<file path="src/rtl/bp_me_pkg.sv">
// Shared memory-engine types: DMA-to-DRAM FSM states plus the DRAM command
// and cache DMA packet declaration macros.
`ifndef BP_ME_PKG_MACROS
`define BP_ME_PKG_MACROS
`define DECLARE_BP_DRAM_CMD_S(caddr_width_mp) typedef struct packed { logic we; logic [caddr_width_mp-1:0] addr; } bp_dram_cmd_s
`define BP_DRAM_CMD_WIDTH(caddr_width_mp) (1+(caddr_width_mp))
`define DECLARE_BSG_CACHE_DMA_PKT_S(addr_width_mp) typedef struct packed { logic write_not_read; logic [addr_width_mp-1:0] addr; } bsg_cache_dma_pkt_s
`endif

package bp_me_pkg;

  typedef enum logic [2:0] {
    e_dma_idle    = 3'd0,
    e_dma_cmd     = 3'd1,
    e_dma_rd_data = 3'd2,
    e_dma_wr_data = 3'd3,
    e_dma_wr_ack  = 3'd4
  } bp_dma_dram_state_e;

endpackage

</file>
<file path="src/rtl/bp_cache_dma_to_dram.sv">
// Bridges the L2 cache DMA port to a single-outstanding DRAM channel:
// one command, a block of beats, and a write ack before the next packet.
module bp_cache_dma_to_dram
  import bp_me_pkg::*;
 #(parameter int caddr_width_p         = 28
  ,parameter int fill_width_p          = 64
  ,parameter int block_size_in_fill_p  = 8
  ,localparam int dma_pkt_width_lp     = 1+caddr_width_p
  ,localparam int dram_cmd_width_lp    = `BP_DRAM_CMD_WIDTH(caddr_width_p)
  )
  (input  logic                          clk_i
  ,input  logic                          reset_n_i
  ,input  logic [dma_pkt_width_lp-1:0]   dma_pkt_i
  ,input  logic                          dma_pkt_v_i
  ,output logic                          dma_pkt_yumi_o
  ,output logic [fill_width_p-1:0]       dma_data_o
  ,output logic                          dma_data_v_o
  ,input  logic                          dma_data_ready_and_i
  ,input  logic [fill_width_p-1:0]       dma_data_i
  ,input  logic                          dma_data_v_i
  ,output logic                          dma_data_yumi_o
  ,output logic [dram_cmd_width_lp-1:0]  dram_cmd_o
  ,output logic                          dram_cmd_v_o
  ,input  logic                          dram_cmd_ready_and_i
  ,output logic [fill_width_p-1:0]       dram_wdata_o
  ,output logic                          dram_wdata_v_o
  ,input  logic                          dram_wdata_ready_and_i
  ,input  logic [fill_width_p-1:0]       dram_rdata_i
  ,input  logic                          dram_rdata_v_i
  ,output logic                          dram_rdata_ready_and_o
  ,input  logic                          dram_wack_v_i
  );

  localparam int cnt_w_lp    = $clog2(block_size_in_fill_p);
  localparam int offset_w_lp = $clog2(block_size_in_fill_p*fill_width_p/8);

  `DECLARE_BSG_CACHE_DMA_PKT_S(caddr_width_p);
  `DECLARE_BP_DRAM_CMD_S(caddr_width_p);

  bsg_cache_dma_pkt_s pkt_li;
  bp_dram_cmd_s       cmd_q, cmd_d;
  bp_dma_dram_state_e state_q, state_d;
  logic [cnt_w_lp-1:0] cnt_q, cnt_d;
  logic rd_hs, wr_hs, last_beat;

  assign pkt_li    = dma_pkt_i;
  assign rd_hs     = (state_q == e_dma_rd_data) & dram_rdata_v_i & dma_data_ready_and_i;
  assign wr_hs     = (state_q == e_dma_wr_data) & dma_data_v_i & dram_wdata_ready_and_i;
  assign last_beat = (cnt_q == cnt_w_lp'(block_size_in_fill_p-1));

  always_ff @(posedge clk_i or negedge reset_n_i) begin
    if (!reset_n_i) begin
      state_q <= e_dma_idle;
      cnt_q   <= '0;
      cmd_q   <= '0;
    end else begin
      state_q <= state_d;
      cnt_q   <= cnt_d;
      cmd_q   <= cmd_d;
    end
  end

  always_comb begin
    state_d = state_q;
    unique case (state_q)
      e_dma_idle:    if (dma_pkt_v_i) state_d = e_dma_cmd;
      e_dma_cmd:     if (dram_cmd_ready_and_i) state_d = cmd_q.we ? e_dma_wr_data : e_dma_rd_data;
      e_dma_rd_data: if (rd_hs & last_beat) state_d = e_dma_idle;
      e_dma_wr_data: if (wr_hs & last_beat) state_d = e_dma_wr_ack;
      e_dma_wr_ack:  if (dram_wack_v_i) state_d = e_dma_idle;
      default:       state_d = e_dma_idle;
    endcase
  end

  // Block-aligned command latch and the up/wrap beat counter
  always_comb begin
    cmd_d = cmd_q;
    cnt_d = cnt_q;
    if (state_q == e_dma_idle && dma_pkt_v_i) begin
      cmd_d.we   = pkt_li.write_not_read;
      cmd_d.addr = {pkt_li.addr[caddr_width_p-1:offset_w_lp], offset_w_lp'(0)};
    end
    if (rd_hs | wr_hs)
      cnt_d = last_beat ? '0 : cnt_q + cnt_w_lp'(1);
  end

  assign dram_cmd_o = cmd_q;

  always_comb begin
    dma_pkt_yumi_o         = 1'b0;
    dram_cmd_v_o           = 1'b0;
    dma_data_o             = '0;
    dma_data_v_o           = 1'b0;
    dram_rdata_ready_and_o = 1'b0;
    dram_wdata_o           = '0;
    dram_wdata_v_o         = 1'b0;
    dma_data_yumi_o        = 1'b0;
    unique case (state_q)
      e_dma_idle: dma_pkt_yumi_o = dma_pkt_v_i;
      e_dma_cmd:  dram_cmd_v_o   = 1'b1;
      e_dma_rd_data: begin
        dma_data_o             = dram_rdata_i;
        dma_data_v_o           = dram_rdata_v_i;
        dram_rdata_ready_and_o = dma_data_ready_and_i;
      end
      e_dma_wr_data: begin
        dram_wdata_o    = dma_data_i;
        dram_wdata_v_o  = dma_data_v_i;
        dma_data_yumi_o = wr_hs;
      end
      default: ;
    endcase
  end

`ifndef SYNTHESIS
  always_ff @(posedge clk_i) begin
    if (reset_n_i) begin
      assert (!(dram_rdata_v_i && state_q != e_dma_rd_data))
        else $error("dram rdata valid outside read data phase");
      assert (!(dram_wack_v_i && wr_hs && last_beat))
        else $error("dram wack coincides with last write beat");
      assert (!(dram_wack_v_i && state_q != e_dma_wr_ack))
        else $error("dram wack outside write ack phase");
      assert (!(dma_data_v_i && !dma_pkt_v_i && state_q == e_dma_idle))
        else $error("stray writeback beat in idle");
    end
  end
`endif

endmodule

</file>
<file path="config.mk">
export PLATFORM = sky130hd
export DESIGN_NAME = bp_cache_dma_to_dram
export DESIGN_NICKNAME = d
export VERILOG_FILES = /design/src/rtl/bp_me_pkg.sv /design/src/rtl/bp_cache_dma_to_dram.sv
export SDC_FILE = /design/constraint.sdc
export NUM_CORES = 1
export LEC_CHECK = 0
export ABC_AREA = 1
export CAP_MARGIN = 20
export CORE_AREA = 8 8 123 125
export DETAILED_ROUTE_END_ITERATION = 6
export DIE_AREA = 0 0 131 133
export PLACE_DENSITY = 0.71
export SLEW_MARGIN = 20
export SYNTH_ARGS = -nofsm -noshare
export SYNTH_HDL_FRONTEND = slang
export SYNTH_SLANG_ARGS = --single-unit
</file>
<file path="constraint.sdc">
create_clock -name clk_i -period 1.4 [get_ports clk_i]
set_input_delay 0.28 -clock clk_i [delete_from_list [all_inputs] [get_ports clk_i]]
set_output_delay 0.28 -clock clk_i [all_outputs]
set_load 0.01 [all_outputs]
</file>
# Word-level counts from Yosys, hierarchy flattened
# Cells that the tools add are included.
# classes
add_sub_neg	1
eq_ne	10
muxes	16
n_bitwise	7
reduce_logical	3
# ops
op	count
two-way mux 64 bit	2
two-way mux 3 bit	6
case mux 3 bit (5 select lines)	1
two-way mux 1 bit	7
bitwise AND 1 bit	6
equality test 3 x 2 -> 1 bit (second input constant)	2
equality test 3 bit (second input constant)	2
inequality test 2 bit (second input constant)	3
AND reduction 5 bit	1
inequality test 2 x 1 -> 1 bit (second input constant)	2
adder 3 x 1 -> 3 bit (second input constant)	1
equality test 3 x 1 -> 1 bit (second input constant)	1
zero test 3 bit	1
logical AND 1 bit	1
bitwise OR 1 bit	1
# totals
ff_bits	29
output_inout_bits	163
elab_cells	41

# Longest topological paths before layout
# Gate-level depths: netlist of run 1.
# depth
word_depth	6
depth_mapped	8

# Worst setup path after synthesis of run 1
# Ideal clock, no wire load.
# synth_path
path_type	register to output
startpoint	reg state_q[2]
endpoint	out dma_data_o[0]
arrival_time_ns	1.149
setup_slack_ns	-0.029
path_stages_with_launch	6
path_cell_list	dfrtp_1 -> inv_1 -> nand3_1 -> buf_2 -> buf_2 -> nor2_1
# synth_via
elab_chain_cells	2
# synth_lines
element	line	text
start: declaration	bp_cache_dma_to_dram.sv:42	bp_dma_dram_state_e state_q, state_d;
start signal: assignment	bp_cache_dma_to_dram.sv:53	state_q <= e_dma_idle;
start signal: assignment	bp_cache_dma_to_dram.sv:57	state_q <= state_d;
equality test 3 x 2 -> 1 bit	bp_cache_dma_to_dram.sv:98	unique case (state_q)
two-way mux 64 bit	bp_cache_dma_to_dram.sv:98	
end: declaration	bp_cache_dma_to_dram.sv:16	,output logic [fill_width_p-1:0] dma_data_o
# Every way passes these cells.

# Worst setup path in the final report of run 1
# layout_path
startpoint	reg state_q[2]
endpoint	out dram_wdata_o[21]
# layout_via
elab_chain_cells	2
# layout_lines
element	line	text
equality test 3 x 2 -> 1 bit	bp_cache_dma_to_dram.sv:98	
two-way mux 64 bit	bp_cache_dma_to_dram.sv:98	
end: declaration	bp_cache_dma_to_dram.sv:25	,output logic [fill_width_p-1:0] dram_wdata_o
# Every way passes these cells.

==> impl_metrics.csv, run 1 <==
group,metric,value,unit
layout,post_route_cells_drive_above_1_share,0.3680,
die,fp.dieW,131,µm
placement,io_buffers,316,
layout,fin_nets,966,
worst_hold_path,holdCritPathClass,"input pin to async pin",
die,core_area,13090,µm²
layout,fin_cells,975,
global_routing,gr-total-overflow,0,
synth,synth.distinct_cells,20,
sta,maxSlewViolCount,0,
layout,nFillCells,1229,
setup_path,critPathKind,"register to output pin",
routing,routed_wl,16.37,mm
routing,wl_per_cell,16.78,µm
placement,hpwl,12.30,mm
setup_path,crit_path_cell_trace,"buf_6 > nor2_4 > inv_4 > buf_6 > buf_6 > nor2_2 > buf_2",
synth,syn_area,2376,µm²
clock_network,tritoncts,"built",
setup_path,critPathTopFamily,"buffers and inverters",
layout,area_growth,189.0,%
layout,regArea,725.7,µm²
global_routing,grt_pass1_wl,21.98,mm
setup_path,critPathCaptureType,"output pin",
pwr,power,0.01091,W
run,cap_violations,0,
synth,synth_seq_cells,29,
layout,diodes,0,
layout,multi_input_area,1570,µm²
setup_path,cp_slowest_cell,"dfrtp_1",
placement,place_ws,-0.5428,ns
die,num_io_pins,329,
die,die_h,133,µm
clock_network,clock_latency,0.27,ns
setup_path,required,1.12,ns
setup_path,cp.arrival,1.48,ns
die,dieArea,17420,µm²
setup_path,path_buf_inv,5,
synth,seq_area_frac_synth,0.3054,
routing,drtAntennaViolNets,0,
synth,yosysWarnings,0,
clock_network,cts.sinks,29,
routing,vias,3757,
synth,syn-mean-instance-area,5.437,µm²
sta,period_needed,1.757,ns
layout,mostFrequentLayoutCells,"clkdlybuf4s50_1, inv_1, buf_6",
sta,rsz0062_at_grt,"yes",
outcome,status,"finished, violations left",
setup_path,crit_fanout,5,
sta,fin_skew,0.007263,ns
routing,drt_pass1_iterations,4,
layout,final_common_cell,"clkdlybuf4s50_1",
clock_network,cts-htree-levels,2,
outcome,violations,"setup timing",
placement,place_inst,937,
routing,avgViaCountPerCell,3.853,
sta,hold_viol,0,
die,placement_rows,42,
pwr,p_leak,3.746,nW
sta,setup_viol,137,
pwr,p_per_area,1590,nW/µm²
global_routing,grt_antenna_before_repair,0,
sta,finalWorstSetupSlack,-0.3565,ns
placement,gp_congestion,0.7777,
layout,final_util,0.5248,
clock_network,path_clk_slew,0.06,ns
pwr,peakVddDrop,0.0009792,V
clock_network,ctsLongestPathBuffers,2,
die,initial_core_util,0.1816,
setup_path,cpPeakStageDelay,0.40,ns
sta,fmax,0.5693,GHz
synth,synth_cells,437,
clock_network,cts_made_buffers,5,
routing,drc,0,
setup_path,path_common_cell,"buf_6",
clock_network,cts_root_buffer,"clkbuf_16",
sta,post-route-period-util,1.255,
global_routing,grt_max_degree,34,
global_routing,grt_pass1_vias,3631,
routing,drtIter0Drc,110,
setup_path,critPathLaunchType,"register",
global_routing,grt_use_total,0.1642,
## logic make-up (layout without fill, tap and decap cells)
group / Yosys count / count (layout) / synth area share
AND/OR/NAND/NOR: 235 / 235 / 0.3844
adder cells (fa/ha/maj): 2 / 2 / 0.01053
AO/OA/AOI/OAI: 4 / 4 / 0.01000
other: 1 / 6 / 0.001578
flip-flops: 29 / 29 / 0.3054
buffers and inverters: 166 / 523 / 0.2880
## per-layer routing
metal,vias up,global-route usage,share of wire
met1,1689,0.1670,0.34
li1,1894,-,-
met4,0,0.02297,0.014
met3,14,0.05344,0.10
met2,160,0.3178,0.55
met5,-,0,0
## path summary, 6_finish.rpt
check	slack (ns)	from	to	cells past startpoint
max	-0.36	state_q[2]	dram_wdata_o[21]	7
min	0.37	reset_n_i	dram_cmd_o[27]	2
max reg2reg	-0.12	state_q[2]	state_q[0]	10
min reg2reg	0.46	dram_cmd_o[13]	dram_cmd_o[13]	2
max in group asynchronous	0.87	reset_n_i	state_q[2]	2
min in group clk_i	0.46	dram_cmd_o[13]	dram_cmd_o[13]	2
## synthesized netlist by cell type
cell	number	area, µm²
nand2_1	85	319.1
nor3_1	1	5.000
conb_1	1	3.750
nand4_1	1	6.260
a31oi_1	1	6.260
nand2_2	1	6.260
buf_2	10	50.05
o21ai_1	1	5.000
buf_4	13	97.59
o31ai_1	1	7.510
inv_1	140	525.5
nor2_2	2	12.51
nand3_1	10	50.05
a21oi_1	1	5.000
inv_2	2	7.510
nor2_4	1	11.26
ha_1	2	25.02
nor2_1	134	503.0
clkbuf_1	1	3.750
dfrtp_1	29	725.7
## worst reg2reg max path: stages, from the launching register on
cell	delay [ns]
dfrtp_1	0.40
buf_6	0.13
nor2_4	0.12
buf_4	0.12
buf_4	0.09
buf_4	0.10
nand4_1	0.14
nand2_2	0.12
nand3_1	0.08
nand2_1	0.07
nand2_1	0.05
## state kept, by name (all words and copies together), names as in the netlist
name        flops
state_q         3
dram_cmd_o     23
cnt_q           3
## power breakdown
| part | switching [W] | leakage (nW) | internal, W | total [W] |
|---|---|---|---|---|
| registers | 0.000208 | 0.363 | 0.00123 | 0.00144 |
| clock network | 0.000370 | 0.0621 | 0.000656 | 0.00103 |
| logic | 0.00409 | 3.32 | 0.00437 | 0.00845 |
## through the flow
step / instance area (µm²) / setup TNS, ns / hold slack (ns)
CTS: 6043 / -38.14 / 0.3699
finish: 6867 / -37.76 / 0.3654
global route: 6867 / -48.50 / 0.3854
floorplan: 2395 / -1.440 / -0.01559
detailed placement: 5884 / -68.33 / 0.4579
global placement: 5884 / -63.46 / 0.4529
## final cells by class
class | count | area share
timing repair buffer | 373 | 0.5330
multi-input combinational | 247 | 0.2287
clock inverter | 3 | 0.003280
tap | 176 | 0.03207
clock buffer | 5 | 0.01822
inverter | 142 | 0.07908
sequential | 29 | 0.1057
## repair_timing
| action | 4_1_cts | 5_1_grt |
|---|---|---|
| setup buffers | 22 | 2 |
| endpoints found under the setup margin | 184 | 163 |
| endpoints found under the hold margin | 0 | 0 |
| pin swaps | 14 | 12 |
| gates resized for setup | 658 | 177 |
| hold buffers | 0 | 0 |
| gates cloned | 8 | 1 |
Note: power is estimated with default switching activity, not from simulation.
==> run 2: changes to the inputs <==
TNS_END_PERCENT = 30   (was not set)
==> impl_metrics.csv, run 2 (same netlist as run 1, synthesis figures left out) <==
group,metric,value,unit
global_routing,grt_antenna_before_repair,0,
sta,setup_viol,136,
layout,largest_reg_flops,23,
outcome,status,"finished, violations left",
sta,period_needed,1.755,ns
setup_path,critPathLaunchType,"register",
layout,final_common_cell,"clkdlybuf4s50_1",
die,die_h,133,µm
sta,fmax,0.5699,GHz
routing,wl_per_cell,15.65,µm
die,core_area,13090,µm²
clock_network,clock_latency,0.27,ns
routing,routed_wl,15.04,mm
clock_network,path_clk_slew,0.05,ns
setup_path,cp.arrival,1.47,ns
routing,drtIter0Drc,109,
layout,diodes,0,
routing,drtAntennaViolNets,0,
clock_network,cts_made_buffers,5,
layout,fin_nets,952,
die,initial_core_util,0.1816,
worst_hold_path,holdCritPathClass,"input pin to async pin",
clock_network,cts-htree-levels,2,
die,fp.dieW,131,µm
setup_path,critPathCaptureType,"output pin",
setup_path,required,1.12,ns
layout,area_growth,155.4,%
sta,hold_viol,0,
outcome,violations,"setup timing",
setup_path,crit_fanout,5,
run,cap_violations,0,
layout,final_util,0.4638,
clock_network,cts.sinks,29,
clock_network,cts_root_buffer,"clkbuf_16",
global_routing,gr-total-overflow,0,
layout,post_route_cells_drive_above_1_share,0.3350,
clock_network,tritoncts,"built",
sta,fin_skew,0.006606,ns
routing,drc,0,
placement,gp_congestion,0.7777,
routing,drt_pass1_iterations,4,
sta,post-route-period-util,1.253,
global_routing,grt_max_degree,34,
pwr,p_per_area,1492,nW/µm²
die,num_io_pins,329,
placement,io_buffers,316,
sta,finalWorstSetupSlack,-0.3548,ns
placement,hpwl,12.30,mm
routing,vias,3572,
sta,maxSlewViolCount,0,
global_routing,grt_use_total,0.1578,
pwr,p_leak,3.758,nW
pwr,peakVddDrop,0.001022,V
setup_path,critPathKind,"register to output pin",
layout,mostFrequentLayoutCells,"clkdlybuf4s50_1, inv_1, buf_2",
sta,rsz0062_at_grt,"yes",
sta,finalSetupTns,-35.30,ns
global_routing,grt_pass1_wl,21.11,mm
die,dieArea,17420,µm²
global_routing,grt_pass1_vias,3471,
die,placement_rows,42,
clock_network,ctsLongestPathBuffers,2,
routing,avgViaCountPerCell,3.717,
run 2: where the power goes:
group / internal [W] / switching, W
Clock: 0.000656 / 0.000367
Combinational: 0.00323 / 0.00337
Sequential: 0.00123 / 0.000206
Total: 0.00511 / 0.00395
run 2: final timing paths:
| check | cells past startpoint | endpoint | slack [ns] | startpoint |
|---|---|---|---|---|
| max | 7 | dram_wdata_o[21] | -0.35 | state_q[2] |
| min | 2 | dram_cmd_o[27] | 0.37 | reset_n_i |
| max reg2reg | 10 | state_q[0] | -0.12 | state_q[2] |
| min reg2reg | 2 | dram_cmd_o[7] | 0.46 | dram_cmd_o[7] |
| max in group asynchronous | 2 | state_q[2] | 0.87 | reset_n_i |
| min in group clk_i | 2 | dram_cmd_o[7] | 0.46 | dram_cmd_o[7] |
run 2: worst max-delay path: stages (launching register included):
cell     delay, ns
dfrtp_1       0.40
buf_6         0.13
nor2_4        0.12
inv_4         0.07
buf_6         0.13
buf_6         0.13
nor2_2        0.08
buf_2         0.14
run 2: what timing repair did:
| item | CTS | global route |
|---|---|---|
| pin swaps | 5 | 5 |
| gates resized for setup | 593 | 104 |
| hold buffers | 0 | 0 |
| gates cloned | 4 | 0 |
| endpoints found under the setup margin | 184 | 186 |
| setup buffers | 14 | 0 |
run 2: through the flow:
stage	hold WS [ns]	worst slack (ns)	total power [W]	area, µm²	std cells
final	0.3668	-0.3548	0.009054	6068	961
after global routing	0.3862	-0.4089	0.009734	6068	961
after CTS	0.3699	-0.3339	0.008806	5733	961
after detailed placement	0.4579	-0.5428	0.007602	5884	937
after global placement	0.4529	-0.5168	0.007556	5884	937
after floorplan	-0.01559	-0.02880	0.003844	2395	442
run 2: per-layer routing:
metal,up-vias,track usage,routed length (µm)
met5,-,0,0
met4,0,0.02297,90
met3,6,0.05183,1570
met2,142,0.3041,8098
met1,1560,0.1609,5284
li1,1864,-,-
run 2: final cells by class:
class / count / area (µm²)
timing repair buffer: 359 / 3168
fill: 1347 / 7017
multi-input combinational: 247 / 1264
inverter: 142 / 543.0
sequential: 29 / 725.7
tap: 176 / 220.2
clock buffer: 5 / 125.1
clock inverter: 3 / 22.52
